--- src/rtl/rst_seq_ctrl_pkg.sv ---
// Shared state encoding and sizing helpers for the reset sequencer.
// The bench imports this package as well, so both sides agree on the state encoding.
package rst_seq_ctrl_pkg;

  localparam int ST_W = 2;

  typedef enum logic [ST_W-1:0] {
    S_HOLD = 2'd0,
    S_LOCK = 2'd1,
    S_REL  = 2'd2,
    S_RUN  = 2'd3
  } state_e;

  function automatic int idx_width(input int n);
    return (n > 1) ? $clog2(n) : 1;
  endfunction

endpackage

--- src/rtl/rst_seq_ctrl_if.sv ---
// Lock/soft-reset handshake and per-domain reset bundle of the reset sequencer.
interface rst_seq_ctrl_if #(
  parameter int P_NUM_DOM = 3
);
  import rst_seq_ctrl_pkg::*;

  logic                 i_locked;
  logic                 i_soft_rst_req;
  logic                 o_soft_rst_ack;
  logic [P_NUM_DOM-1:0] o_rst;
  logic                 o_ready;
  logic [ST_W-1:0]      o_state;

  modport master (
    output i_locked,
    output i_soft_rst_req,
    input  o_soft_rst_ack,
    input  o_rst,
    input  o_ready,
    input  o_state
  );

  modport slave (
    input  i_locked,
    input  i_soft_rst_req,
    output o_soft_rst_ack,
    output o_rst,
    output o_ready,
    output o_state
  );

endinterface

--- src/rtl/rst_lock_filter.sv ---
// Qualifies i_locked: pulses o_stable after P_LOCK_STABLE consecutive locked cycles while enabled.
module rst_lock_filter #(
  parameter int P_LOCK_STABLE = 8,
  parameter int P_CNT_W       = 8
) (
  input  logic i_clk,
  input  logic i_rst_n,
  input  logic i_en,
  input  logic i_locked,
  output logic o_stable
);

  localparam logic [P_CNT_W-1:0] LOCK_LAST = P_CNT_W'(P_LOCK_STABLE - 1);

  logic [P_CNT_W-1:0] cnt_reg;
  logic [P_CNT_W-1:0] cnt_next;

  assign o_stable = i_en && i_locked && (cnt_reg == LOCK_LAST);

  // Disabling the filter (leaving S_LOCK) restarts the qualification from zero.
  always_comb begin
    cnt_next = cnt_reg;
    if (!i_en || !i_locked || o_stable) begin
      cnt_next = '0;
    end else begin
      cnt_next = cnt_reg + 1'b1;
    end
  end

  always_ff @(posedge i_clk or negedge i_rst_n) begin
    if (!i_rst_n) begin
      cnt_reg <= '0;
    end else begin
      cnt_reg <= cnt_next;
    end
  end

endmodule

--- src/rtl/rst_seq_ctrl.sv ---
// Reset sequencer: holds all domains in reset, waits for a stable lock, then releases
// domains in index order with a fixed gap; soft resets are acknowledged on return to S_RUN.
module rst_seq_ctrl
  import rst_seq_ctrl_pkg::*;
#(
  parameter int P_NUM_DOM     = 3,
  parameter int P_HOLD_CYCLE  = 16,
  parameter int P_LOCK_STABLE = 8,
  parameter int P_GAP_CYCLE   = 4,
  parameter int P_CNT_W       = 8
) (
  input logic           i_clk,
  input logic           i_rst_n,
  rst_seq_ctrl_if.slave bus
);

  localparam int                  IDX_W     = idx_width(P_NUM_DOM);
  localparam logic [P_CNT_W-1:0] HOLD_LAST = P_CNT_W'(P_HOLD_CYCLE - 1);
  localparam logic [P_CNT_W-1:0] GAP_LAST  = P_CNT_W'(P_GAP_CYCLE - 1);
  localparam logic [IDX_W-1:0]   IDX_LAST  = IDX_W'(P_NUM_DOM - 1);

  state_e               state_reg, state_next;
  logic [P_CNT_W-1:0]   cnt_reg, cnt_next;
  logic [IDX_W-1:0]     idx_reg, idx_next;
  logic                 pend_reg, pend_next;
  logic [P_NUM_DOM-1:0] rst_reg, rst_next;
  logic                 ready_reg, ready_next;
  logic                 ack_reg, ack_next;

  logic                 lock_stable;
  logic                 lock_lost;
  logic                 req_take;
  logic [P_NUM_DOM-1:0] rel_mask;

  rst_lock_filter #(
    .P_LOCK_STABLE (P_LOCK_STABLE),
    .P_CNT_W       (P_CNT_W)
  ) u_lock_filter (
    .i_clk    (i_clk),
    .i_rst_n  (i_rst_n),
    .i_en     (state_reg == S_LOCK),
    .i_locked (bus.i_locked),
    .o_stable (lock_stable)
  );

  // One-hot mask of the domain currently due for release.
  generate
    for (genvar gi = 0; gi < P_NUM_DOM; gi++) begin : g_rel_mask
      assign rel_mask[gi] = (idx_reg == IDX_W'(gi));
    end
  endgenerate

  assign lock_lost = !bus.i_locked && ((state_reg == S_REL) || (state_reg == S_RUN));
  // The cycle carrying the ack still sees the old request level, so it must not restart.
  assign req_take  = (state_reg == S_RUN) && bus.i_soft_rst_req && !ack_reg;

  always_comb begin
    state_next = state_reg;
    cnt_next   = cnt_reg;
    idx_next   = idx_reg;
    pend_next  = pend_reg;
    rst_next   = rst_reg;
    ready_next = ready_reg;
    ack_next   = 1'b0;

    case (state_reg)
      S_HOLD: begin
        rst_next   = '1;
        ready_next = 1'b0;
        if (cnt_reg == HOLD_LAST) begin
          state_next = S_LOCK;
          cnt_next   = '0;
        end else begin
          cnt_next = cnt_reg + 1'b1;
        end
      end
      S_LOCK: begin
        if (lock_stable) begin
          state_next = S_REL;
          cnt_next   = '0;
          idx_next   = '0;
        end
      end
      S_REL: begin
        if (cnt_reg == GAP_LAST) begin
          rst_next = rst_reg & ~rel_mask;
          cnt_next = '0;
          idx_next = idx_reg + 1'b1;
          if (idx_reg == IDX_LAST) begin
            state_next = S_RUN;
            ready_next = 1'b1;
            idx_next   = '0;
            ack_next   = pend_reg;
            pend_next  = 1'b0;
          end
        end else begin
          cnt_next = cnt_reg + 1'b1;
        end
      end
      S_RUN: begin
        rst_next   = '0;
        ready_next = 1'b1;
      end
      default: begin
        state_next = S_HOLD;
      end
    endcase

    // Any restart asserts every domain together; a pending request survives it.
    if (lock_lost || req_take) begin
      state_next = S_HOLD;
      cnt_next   = '0;
      idx_next   = '0;
      rst_next   = '1;
      ready_next = 1'b0;
      ack_next   = 1'b0;
      pend_next  = pend_reg || req_take;
    end
  end

  always_ff @(posedge i_clk or negedge i_rst_n) begin
    if (!i_rst_n) begin
      state_reg <= S_HOLD;
      cnt_reg   <= '0;
      idx_reg   <= '0;
      pend_reg  <= 1'b0;
      rst_reg   <= '1;
      ready_reg <= 1'b0;
      ack_reg   <= 1'b0;
    end else begin
      state_reg <= state_next;
      cnt_reg   <= cnt_next;
      idx_reg   <= idx_next;
      pend_reg  <= pend_next;
      rst_reg   <= rst_next;
      ready_reg <= ready_next;
      ack_reg   <= ack_next;
    end
  end

  assign bus.o_rst          = rst_reg;
  assign bus.o_ready        = ready_reg;
  assign bus.o_soft_rst_ack = ack_reg;
  assign bus.o_state        = state_reg;

endmodule
--- src/flat_wrapper.sv ---
// flat-port wrapper written by rule: the top's interface ports become plain ports
module rst_seq_ctrl_flat import rst_seq_ctrl_pkg::*;
#(
  parameter int P_NUM_DOM     = 3,
  parameter int P_HOLD_CYCLE  = 16,
  parameter int P_LOCK_STABLE = 8,
  parameter int P_GAP_CYCLE   = 4,
  parameter int P_CNT_W       = 8
)
  (i_clk, i_rst_n, bus_i_locked, bus_i_soft_rst_req, bus_o_soft_rst_ack, bus_o_rst, bus_o_ready, bus_o_state);
  rst_seq_ctrl_if #(.P_NUM_DOM(P_NUM_DOM)) bus_i ();
  input logic i_clk;
  input logic i_rst_n;
  input wire logic [$bits(bus_i.i_locked)-1:0] bus_i_locked;
  input wire logic [$bits(bus_i.i_soft_rst_req)-1:0] bus_i_soft_rst_req;
  output wire logic [$bits(bus_i.o_soft_rst_ack)-1:0] bus_o_soft_rst_ack;
  output wire logic [$bits(bus_i.o_rst)-1:0] bus_o_rst;
  output wire logic [$bits(bus_i.o_ready)-1:0] bus_o_ready;
  output wire logic [$bits(bus_i.o_state)-1:0] bus_o_state;
  assign bus_i.i_locked = bus_i_locked;
  assign bus_i.i_soft_rst_req = bus_i_soft_rst_req;
  assign bus_o_soft_rst_ack = bus_i.o_soft_rst_ack;
  assign bus_o_rst = bus_i.o_rst;
  assign bus_o_ready = bus_i.o_ready;
  assign bus_o_state = bus_i.o_state;
  rst_seq_ctrl #(.P_NUM_DOM(P_NUM_DOM), .P_HOLD_CYCLE(P_HOLD_CYCLE), .P_LOCK_STABLE(P_LOCK_STABLE), .P_GAP_CYCLE(P_GAP_CYCLE), .P_CNT_W(P_CNT_W)) u_core (.i_clk(i_clk), .i_rst_n(i_rst_n), .bus(bus_i));
endmodule
--- config.mk ---
export PLATFORM = sky130hd
export DESIGN_NAME = rst_seq_ctrl_flat
export DESIGN_NICKNAME = d
export VERILOG_FILES = /design/src/rtl/rst_seq_ctrl_pkg.sv /design/src/rtl/rst_seq_ctrl_if.sv /design/src/rtl/rst_lock_filter.sv /design/src/rtl/rst_seq_ctrl.sv /design/src/flat_wrapper.sv
export SDC_FILE = /design/constraint.sdc
export NUM_CORES = 1
export LEC_CHECK = 0
export ABC_AREA = 1
export CAP_MARGIN = 40
export CORE_AREA = 2 2 57 59
export CTS_BUF_LIST = sky130_fd_sc_hd__clkbuf_8 sky130_fd_sc_hd__clkbuf_16
export DETAILED_ROUTE_END_ITERATION = 10
export DIE_AREA = 0 0 59 61
export GPL_TIMING_DRIVEN = 0
export PLACE_DENSITY = 0.72
export SLEW_MARGIN = 20
export SYNTH_ARGS = -nofsm -noshare
export SYNTH_HDL_FRONTEND = slang
export SYNTH_SLANG_ARGS = --single-unit
--- constraint.sdc ---
create_clock -name i_clk -period 2.6 [get_ports i_clk]
set_clock_uncertainty 0.15 [all_clocks]
set_input_delay 0.65 -clock i_clk [delete_from_list [all_inputs] [get_ports i_clk]]
set_output_delay 0.65 -clock i_clk [all_outputs]
set_load 0.02 [all_outputs]
==> results of run 1 <==
==> how the worst max path moves through the flow <==
stage / start / end / slack, ps / cells past startpoint
final: u_core.bus.o_rst[1] / bus_o_rst[1] / 380 / 1
after global placement: bus_i_soft_rst_req / u_core.cnt_reg[2] / 340 / 10
after global routing: u_core.bus.o_rst[1] / bus_o_rst[1] / 350 / 1
after detailed placement: bus_i_soft_rst_req / u_core.cnt_reg[2] / 350 / 10
after floorplan: u_core.bus.o_state[0] / u_core.bus.o_state[0] / 710 / 11
after CTS: u_core.bus.o_rst[1] / bus_o_rst[1] / 370 / 1
==> area by class of cell <==
cell class / instances / area, µm² / share of cell area
Multi-Input combinational cell: 157 / 764 / 0.440
Sequential cell: 26 / 654 / 0.376
Inverter: 30 / 113 / 0.0647
Timing Repair Buffer: 10 / 95.1 / 0.0547
Clock buffer: 4 / 55.1 / 0.0317
Tap cell: 33 / 41.3 / 0.0237
Buffer: 2 / 16.3 / 0.00935
==> cell families after synthesis <==
| group | after synthesis | share of synthesized area |
|---|---|---|
| buffers and inverters | 32 | 0.0833 |
| adder cells (fa/ha/maj) | 8 | 0.0647 |
| XOR/XNOR | 2 | 0.0113 |
| AND/OR/NAND/NOR | 128 | 0.352 |
| AO/OA/AOI/OAI | 19 | 0.0655 |
| flip-flops | 26 | 0.423 |
==> per-layer routing <==
metal	wire (µm)	GRT usage	up-vias
li1	-	-	700
met1	1460	0.242	572
met2	1260	0.314	21
met3	83	0.0277	5
met5	0	0	-
met4	42	0.0682	0
==> layout by cell type (no fill, tap or decap) <==
master	netlist	routed
nand2_1	61	61
nor2_1	35	35
inv_1	28	28
dfrtp_1	23	23
nand3_1	21	21
o21ai_0	10	10
clkdlybuf4s50_1	0	9
ha_1	8	8
a21oi_1	5	5
nor3b_1	4	4
clkbuf_8	0	4
dfstp_2	3	3
inv_2	2	2
nor3_1	2	2
o21ai_1	2	2
buf_2	1	2
nand2_2	2	2
xor2_1	2	2
o21bai_1	1	1
o21ai_2	1	1
nand3_2	1	1
buf_6	1	1
nor2_4	1	1
nor2_2	1	1
==> metrics by stage <==
step	power (mW)	cells	hold WS (ps)	utilization	setup WS, ps
2_1_floorplan	1.34	215	204	-	712
3_3_place_gp	1.60	258	304	0.572	335
3_5_place_dp	1.61	258	305	0.570	349
4_1_cts	1.88	262	244	0.589	368
5_1_grt	2.05	262	261	0.589	351
6_report	1.86	262	216	0.589	379
==> report_power, final <==
part / switching, mW / internal, mW
Combinational: 0.641 / 0.366
Clock: 0.125 / 0.135
Sequential: 0.0810 / 0.514
==> synth_stat cells, types with 2 or more instances <==
library cell  number  share of area
o21ai_0           10          0.032
a21oi_1            5          0.016
dfstp_2            3          0.051
nor3b_1            4          0.019
nand2_2            2         0.0081
nand2_1           61           0.15
ha_1               8          0.065
o21ai_1            2         0.0065
dfrtp_1           23           0.37
nor3_1             2         0.0065
nor2_1            35          0.085
xor2_1             2          0.011
inv_2              2         0.0049
nand3_1           21          0.068
inv_1             28          0.068
==> impl_results.md, run 1 <==
- Number of antenna violations at the first check in global routing: 0
- Post-Route Setup TNS: 0 ps
- Number of gates resized after cts: 0
- Fraction of registers with async set or reset after synthesis: 1.00
- Max-Cap Viols: 0
- Run status: complete, no violations
- H-tree lvl count: 1
- Max frequency: 450 MHz
- Prevailing post-synth register cell: dfrtp_1
- Setup repair after global routing missed its margin: no
- Number of fill cells: 283
- Slew Limit Fails: 0
- Type of origin of the critical path: flip-flop
- Leak: 0.890 nW
- CTS tree: yes
- DRC viols: 0
- Quantity of hold-fixing buffers added after cts: 0
- Path class of the lowest-slack min-delay path: input port to asynchronous set/reset pin
- Critical path arrival: 1420 ps
- Clock Sink Count: 26
- Part of the Yosys area used for sequential elements: 0.423
- Least-Margin Pin Slew: 574 ps
- Ratio of routed vias to standard cells: 4.95
- Final setup viols: 0
- Final WL: 2840 µm
- Post-Synthesis Net Count: 227
- Crit path time final: 2220 ps
- CTS Root Cell: clkbuf_8
- Die height: 61 µm
- Data required time of the worst path: 1800 ps
- Global-route total usage across every layer: 0.186
- Residual antenna-violating net count after detailed routing: 0
- Netlist cell types: 22
- Chip Width: 59 µm
- Reg-to-reg critical path endpoint: u_core.cnt_reg[6]
- Cell row count: 20
- Top fanout value on the critical path: 2
- Num CTS Buffers: 3
- DRT iter0 DRCs: 27
- Crit Reg-Reg Startpoint: u_core.bus.o_state[0]
- Pin count of the biggest net entering global routing: 27
- Source-to-sink clock delay at the later pin of the worst-skew pair: 270 ps
- Max Root-Sink Buffers: 2
- Routability congestion estimate: 0.838
- Worst path max stage delay: 610 ps
- Worst slew margin relative to its limit: 0.617
- Post-synth EDFFs: 0
- Clock-pin slew on the worst setup and hold paths: 90 ps
- Hold Fails Final Rpt: 0
- Area of the core: 2950 µm²
- Number of global-route vias before repair: 1228
- Remaining Overflow, GRT: 0
- Final clock period utilization by the worst path: 0.854
- HPWL reported at the end of detailed placement: 2140 µm
- Standard cell with the maximum stage delay on the critical path: clkdlybuf4s50_1
- Worst setup path class: flip-flop to output pin
- Worst Reg2Reg Path Length in Cells: 10
- Chain of cells forming the critical path: clkdlybuf4s50_1
- WL per Instance: 10.8 µm
- Cells after Synth: 215
- Num ports: 11
- Fraction of layout instances using a drive strength above 1: 0.0786
- Number of buffers inserted by port buffering: 10
- Die footprint: 3600 µm²
- Layout overhead on the synthesized area: 12.4%
- Delay-heaviest family, CP: buffers and inverters
- Routed via count: 1298
- Initial standard-cell utilization of the core: 0.524
- Placed inst area: 1680 µm²
- Number of detailed-route iterations in the first pass: 4
- Flop-to-flop setup slack: 560 ps
- Peak ir drop on the vdd network: 0.525 mV
- #FFs+latches synth: 26
- Synthesized cell area: 1550 µm²
- Power Dens Cells: 1070 nW/µm²
- Average cell area after synthesis: 7.20 µm²
- Endpoint kind of the worst setup timing path: output pin
- YS warnings: 0
- Crit path buf inv count: 1
- Layout Nets: 242
- Cell area after layout: 1740 µm²
- First-pass GRT wire length: 5130 µm
- Setup fix buffers added after clock tree synthesis: 0
- Antenna diode count: 0
No activity file was read; power rests on OpenSTA's default activity.
==> inputs of run 2 (changes only) <==
- GPL_TIMING_DRIVEN: 0 -> 1
==> run 2 against run 1 <==
  * Combinational power shrank 4%
  * Non-clock buffer count shrank 1
  * Sequential power is essentially flat
  * Sequential cell count unchanged
  * Register-to-register slack lost 110 ps
  * Setup slack improved by 23 ps
  * First-iteration DRC count is 100% higher
  * Core utilization decreased by 0.13 points
  * Critical path depth is the same
  * Largest power group unchanged
==> impl_results.md, run 2 (synthesis gave the netlist of run 1 again) <==
- Area of the core: 2950 µm² (unchanged)
- Antenna diode count: 0 (unchanged)
- Chip Width: 59 µm (unchanged)
- Layout overhead on the synthesized area: 12.1% (was 12.4%)
- Number of buffers inserted by port buffering: 10 (unchanged)
- Initial standard-cell utilization of the core: 0.524 (unchanged)
- H-tree lvl count: 1 (unchanged)
- Peak ir drop on the vdd network: 0.376 mV (was 0.525 mV)
- Die footprint: 3600 µm² (unchanged)
- CTS tree: yes (unchanged)
- Worst setup path class: flip-flop to output pin (unchanged)
- Worst slew margin relative to its limit: 0.667 (was 0.617)
- Pin count of the biggest net entering global routing: 27 (unchanged)
- Top fanout value on the critical path: 2 (unchanged)
- Crit path time final: 2200 ps (was 2220 ps)
- Die height: 61 µm (unchanged)
- Path class of the lowest-slack min-delay path: flip-flop to flip-flop (was input port to asynchronous set/reset pin)
- Number of global-route vias before repair: 1242 (was 1228)
- Final setup viols: 0 (unchanged)
- Most common library cell in the layout ignoring fill and taps: nand2_1 (unchanged)
- Source-to-sink clock delay at the later pin of the worst-skew pair: 260 ps (was 270 ps)
- Setup repair after global routing missed its margin: no (unchanged)
- HPWL reported at the end of detailed placement: 2270 µm (was 2140 µm)
- Chain of cells forming the critical path: clkdlybuf4s50_1 (unchanged)
- Most frequent cells in the layout: nand2_1 (61), nor2_1 (35), inv_1 (28) (unchanged)
- Final clock period utilization by the worst path: 0.845 (was 0.854)
- Post-Route Setup TNS: 0 ps (unchanged)
- Cell row count: 20 (unchanged)
- DRT iter0 DRCs: 54 (was 27)
- Number of detailed-route iterations in the first pass: 4 (unchanged)
- Power Dens Cells: 1050 nW/µm² (was 1070 nW/µm²)
- Type of origin of the critical path: flip-flop (unchanged)
- Num CTS Buffers: 3 (unchanged)
- Quantity of hold-fixing buffers added after cts: 0 (unchanged)
- Number of antenna violations at the first check in global routing: 0 (unchanged)
- Residual antenna-violating net count after detailed routing: 0 (unchanged)
- Remaining Overflow, GRT: 0 (unchanged)
- Worst slack after detailed placement: 267 ps (was 349 ps)
- Hold WS: 322 ps (was 216 ps)
- Standard cell with the maximum stage delay on the critical path: clkdlybuf4s50_1 (unchanged)
- Delay-heaviest family, CP: buffers and inverters (unchanged)
- Layout Nets: 241 (was 242)
- Clock Sink Count: 26 (unchanged)
- Critical path arrival: 1400 ps (was 1420 ps)
- CTS Root Cell: clkbuf_8 (unchanged)
- WL per Instance: 11.0 µm (was 10.8 µm)
- Number of gates resized after cts: 0 (unchanged)
- Max Root-Sink Buffers: 2 (unchanged)
- Worst path max stage delay: 590 ps (was 610 ps)
- Max frequency: 455 MHz (was 450 MHz)
- First-pass GRT wire length: 5140 µm (was 5130 µm)
- Setup fix buffers added after clock tree synthesis: 0 (unchanged)
- Routability congestion estimate: 0.786 (was 0.838)
- Least-Margin Pin Slew: 496 ps (was 574 ps)
- Run status: complete, no violations (unchanged)
- Fraction of layout instances using a drive strength above 1: 0.0702 (was 0.0786)
- Slew Limit Fails: 0 (unchanged)
- Leak: 0.885 nW (was 0.890 nW)
- Max-Cap Viols: 0 (unchanged)
- Ratio of routed vias to standard cells: 4.95 (about the same)
- Num ports: 11 (unchanged)
- Data required time of the worst path: 1800 ps (about the same)
- Hold Fails Final Rpt: 0 (unchanged)
- Clock-pin slew on the worst setup and hold paths: 90 ps (about the same)
- Final WL: 2870 µm (was 2840 µm)
- DRC viols: 0 (unchanged)
- Routed via count: 1292 (was 1298)
- Global-route total usage across every layer: 0.188 (was 0.186)
- Setup ws final: 402 ps (was 379 ps)
- Crit path buf inv count: 1 (unchanged)
- Endpoint kind of the worst setup timing path: output pin (unchanged)
[run 2: cell count changes in the layout (fill, tap and decap cells not counted)]
cell	before	now
buf_2	2	0
buf_4	0	1
buf_6	1	0
clkdlybuf4s50_1	9	10
[run 2: through the flow]
stage | cells | power (mW) | utilization | area, µm²
floorplan | 215 | 1.34 | - | 1550
CTS | 261 | 1.84 | 0.588 | 1740
global route | 261 | 2.00 | 0.588 | 1740
detailed placement | 257 | 1.58 | 0.569 | 1680
global placement | 257 | 1.56 | 0.569 | 1680
finish | 261 | 1.82 | 0.588 | 1740
[run 2: layout make-up]
| class | instances | area (µm²) |
|---|---|---|
| clock buffers | 4 | 55.1 |
| fillers | 293 | 1220 |
| inverters | 30 | 113 |
| multi-input cells | 157 | 764 |
| flip-flops and latches | 26 | 654 |
| well taps | 33 | 41.3 |
| repair buffers | 11 | 108 |
[run 2: worst paths after layout]
check	from	end	slack, ps	cells after the start
setup / recovery	u_core.bus.o_rst[1]	bus_o_rst[1]	400	1
hold / removal	u_core.u_lock_filter.cnt_reg[0]	u_core.u_lock_filter.cnt_reg[0]	320	1
setup reg to reg	u_core.bus.o_state[0]	u_core.cnt_reg[3]	450	10
hold reg to reg	u_core.u_lock_filter.cnt_reg[0]	u_core.u_lock_filter.cnt_reg[0]	320	1
max in group asynchronous	i_rst_n	u_core.bus.o_rst[1]	1410	2
min in group asynchronous	i_rst_n	u_core.cnt_reg[2]	590	2
[run 2: routing by layer]
metal,up-vias,part of all wire,routed length [µm],global-route usage
met5,-,0,0,0
met4,0,0.0066,19,0.0682
met3,2,0.032,91,0.0320
met2,21,0.46,1310,0.329
met1,573,0.50,1450,0.234
li1,696,-,-,-
[run 2: where the power goes]
part | switching [mW] | internal, mW | leakage (nW)
Combinational | 0.634 | 0.339 | 0.517
Clock | 0.119 | 0.135 | 0.0288
Sequential | 0.0818 | 0.514 | 0.338
Total | 0.835 | 0.989 | 0.885
==> inputs of run 3 (changes only) <==
- clock period: 2.6 -> 2.1 ns (I/O delays scaled with it)
==> run 3 against run 2 <==
  * Via count up 3.4%
  * Critical path depth unchanged
  * Sequential share of layout area shrank 1.2 points
  * Setup slack worse by 320 ps
  * Hold slack got worse by 9.6 ps
  * Routed wire length up 2.6%
  * Highest routed layer unchanged
  * Combinational power up 35%
  * Non-clock buffer count grew 7
  * Register-to-register slack worse by 240 ps
  * Die area did not move
==> impl_results.md, run 3 (synthesis gave the netlist of run 1 again) <==
- Num CTS Buffers: 3 (unchanged)
- Antenna diode count: 0 (unchanged)
- Crit Reg-Reg Startpoint: u_core.bus.o_state[0] (unchanged)
- Worst path max stage delay: 640 ps (was 590 ps)
- Top fanout value on the critical path: 5 (was 2)
- Worst setup path class: flip-flop to output pin (unchanged)
- Flop-to-flop setup slack: 210 ps (was 450 ps)
- Peak ir drop on the vdd network: 0.449 mV (was 0.376 mV)
- H-tree lvl count: 1 (unchanged)
- Type of origin of the critical path: flip-flop (unchanged)
- Setup fix buffers added after clock tree synthesis: 0 (unchanged)
- Max Root-Sink Buffers: 2 (unchanged)
- Layout Nets: 248 (was 241)
- Number of buffers inserted by port buffering: 10 (unchanged)
- Routability congestion estimate: 0.837 (was 0.786)
- Final total power: 2.37 mW (was 1.82 mW)
- DRC viols: 0 (unchanged)
- Setup repair after global routing missed its margin: no (unchanged)
- Number of antenna violations at the first check in global routing: 0 (unchanged)
- Crit path buf inv count: 1 (unchanged)
- DRT iter0 DRCs: 56 (was 54)
- Chain of cells forming the critical path: clkdlybuf4s50_1 (unchanged)
- Die height: 61 µm (unchanged)
- Final cell count without fillers: 268 (was 261)
- HPWL reported at the end of detailed placement: 2200 µm (was 2270 µm)
- Quantity of hold-fixing buffers added after cts: 0 (unchanged)
- Leak: 0.937 nW (was 0.885 nW)
- Critical path arrival: 1340 ps (was 1400 ps)
- WL per Instance: 11.0 µm (about the same)
- Chip Width: 59 µm (unchanged)
- Placed inst area: 1730 µm² (was 1680 µm²)
- Residual antenna-violating net count after detailed routing: 0 (unchanged)
- CTS Root Cell: clkbuf_8 (unchanged)
- Number of detailed-route iterations in the first pass: 4 (unchanged)
- Hold WS: 313 ps (was 322 ps)
- Standard cell with the maximum stage delay on the critical path: clkdlybuf4s50_1 (unchanged)
- Source-to-sink clock delay at the later pin of the worst-skew pair: 270 ps (was 260 ps)
- Area of the core: 2950 µm² (unchanged)
- Routed via count: 1336 (was 1292)
- Cell row count: 20 (unchanged)
- Max-Cap Viols: 0 (unchanged)
- Ratio of routed vias to standard cells: 4.99 (was 4.95)
- Setup ws final: 82.5 ps (was 402 ps)
- Die footprint: 3600 µm² (unchanged)
- Final WL: 2940 µm (was 2870 µm)
- Endpoint kind of the worst setup timing path: output pin (unchanged)
- Path class of the lowest-slack min-delay path: flip-flop to flip-flop (unchanged)
- Initial standard-cell utilization of the core: 0.524 (unchanged)
- Crit path time final: 2020 ps
- Slew Limit Fails: 0 (unchanged)
- Number of global-route vias before repair: 1142 (was 1242)
- CTS tree: yes (unchanged)
- Data required time of the worst path: 1420 ps (was 1800 ps)
- Run status: complete, no violations (unchanged)
- Power Dens Cells: 1320 nW/µm² (was 1050 nW/µm²)
- Fraction of layout instances using a drive strength above 1: 0.102 (was 0.0702)
- Startpoint of the worst hold path: u_core.u_lock_filter.cnt_reg[0] (unchanged)
- Worst slew margin relative to its limit: 0.648 (was 0.667)
- Critical path startpoint: u_core.bus.o_state[1] (was u_core.bus.o_rst[1])
- Final clock period utilization by the worst path: 0.961
- Final setup viols: 0 (unchanged)
- First-pass GRT wire length: 5070 µm (was 5140 µm)
- Number of gates resized after cts: 0 (unchanged)
- Most common library cell in the layout ignoring fill and taps: nand2_1 (unchanged)
- Delay-heaviest family, CP: buffers and inverters (unchanged)
- Cell area after layout: 1800 µm² (was 1740 µm²)
- Clock-pin slew on the worst setup and hold paths: 90 ps (about the same)
- Share of the core filled with cells: 0.608 (was 0.588)
- Layout overhead on the synthesized area: 16.1% (was 12.1%)
- Max frequency: 496 MHz
- Hold Fails Final Rpt: 0 (unchanged)
- Global-route total usage across every layer: 0.188 (about the same)
- Most frequent cells in the layout: nand2_1 (61), nor2_1 (35), inv_1 (28) (unchanged)
- Remaining Overflow, GRT: 0 (unchanged)
- Number of placed instances, taps included: 264 (was 257)
- Post-Route Setup TNS: 0 ps (unchanged)
- Worst slack after detailed placement: 50.9 ps (was 267 ps)
- Num ports: 11 (unchanged)
- Pin count of the biggest net entering global routing: 27 (unchanged)
- Least-Margin Pin Slew: 525 ps (was 496 ps)
- Clock Sink Count: 26 (unchanged)
## run 3: cell type report
class	count	area (µm²)
inverter	30	113
tap	33	41.3
multi-input combinational	157	764
fill	269	1160
sequential	26	656
clock buffer	4	55.1
timing repair buffer	18	168
## run 3: path summary, 6_finish.rpt
kind                                              endpoint  cells after the start
max                                         bus_o_state[1]                      1
min                        u_core.u_lock_filter.cnt_reg[0]                      1
max reg2reg                              u_core.cnt_reg[7]                      9
min reg2reg                u_core.u_lock_filter.cnt_reg[0]                      1
max in group asynchronous              u_core.bus.o_rst[0]                      2
min in group asynchronous  u_core.u_lock_filter.cnt_reg[7]                      2
## run 3: power breakdown
group / switching (mW) / internal [mW] / leakage (nW) / total (mW)
logic: 0.801 / 0.509 / 0.571 / 1.31
clock network: 0.157 / 0.168 / 0.0288 / 0.325
registers: 0.0958 / 0.638 / 0.337 / 0.734
## run 3: per-layer routing
layer / track usage / wire length, µm / vias to the layer above
met5: 0 / 0 / -
met4: 0.0779 / 53 / 0
met2: 0.295 / 1270 / 20
met1: 0.263 / 1530 / 598
met3: 0.0256 / 96 / 5
li1: - / - / 713
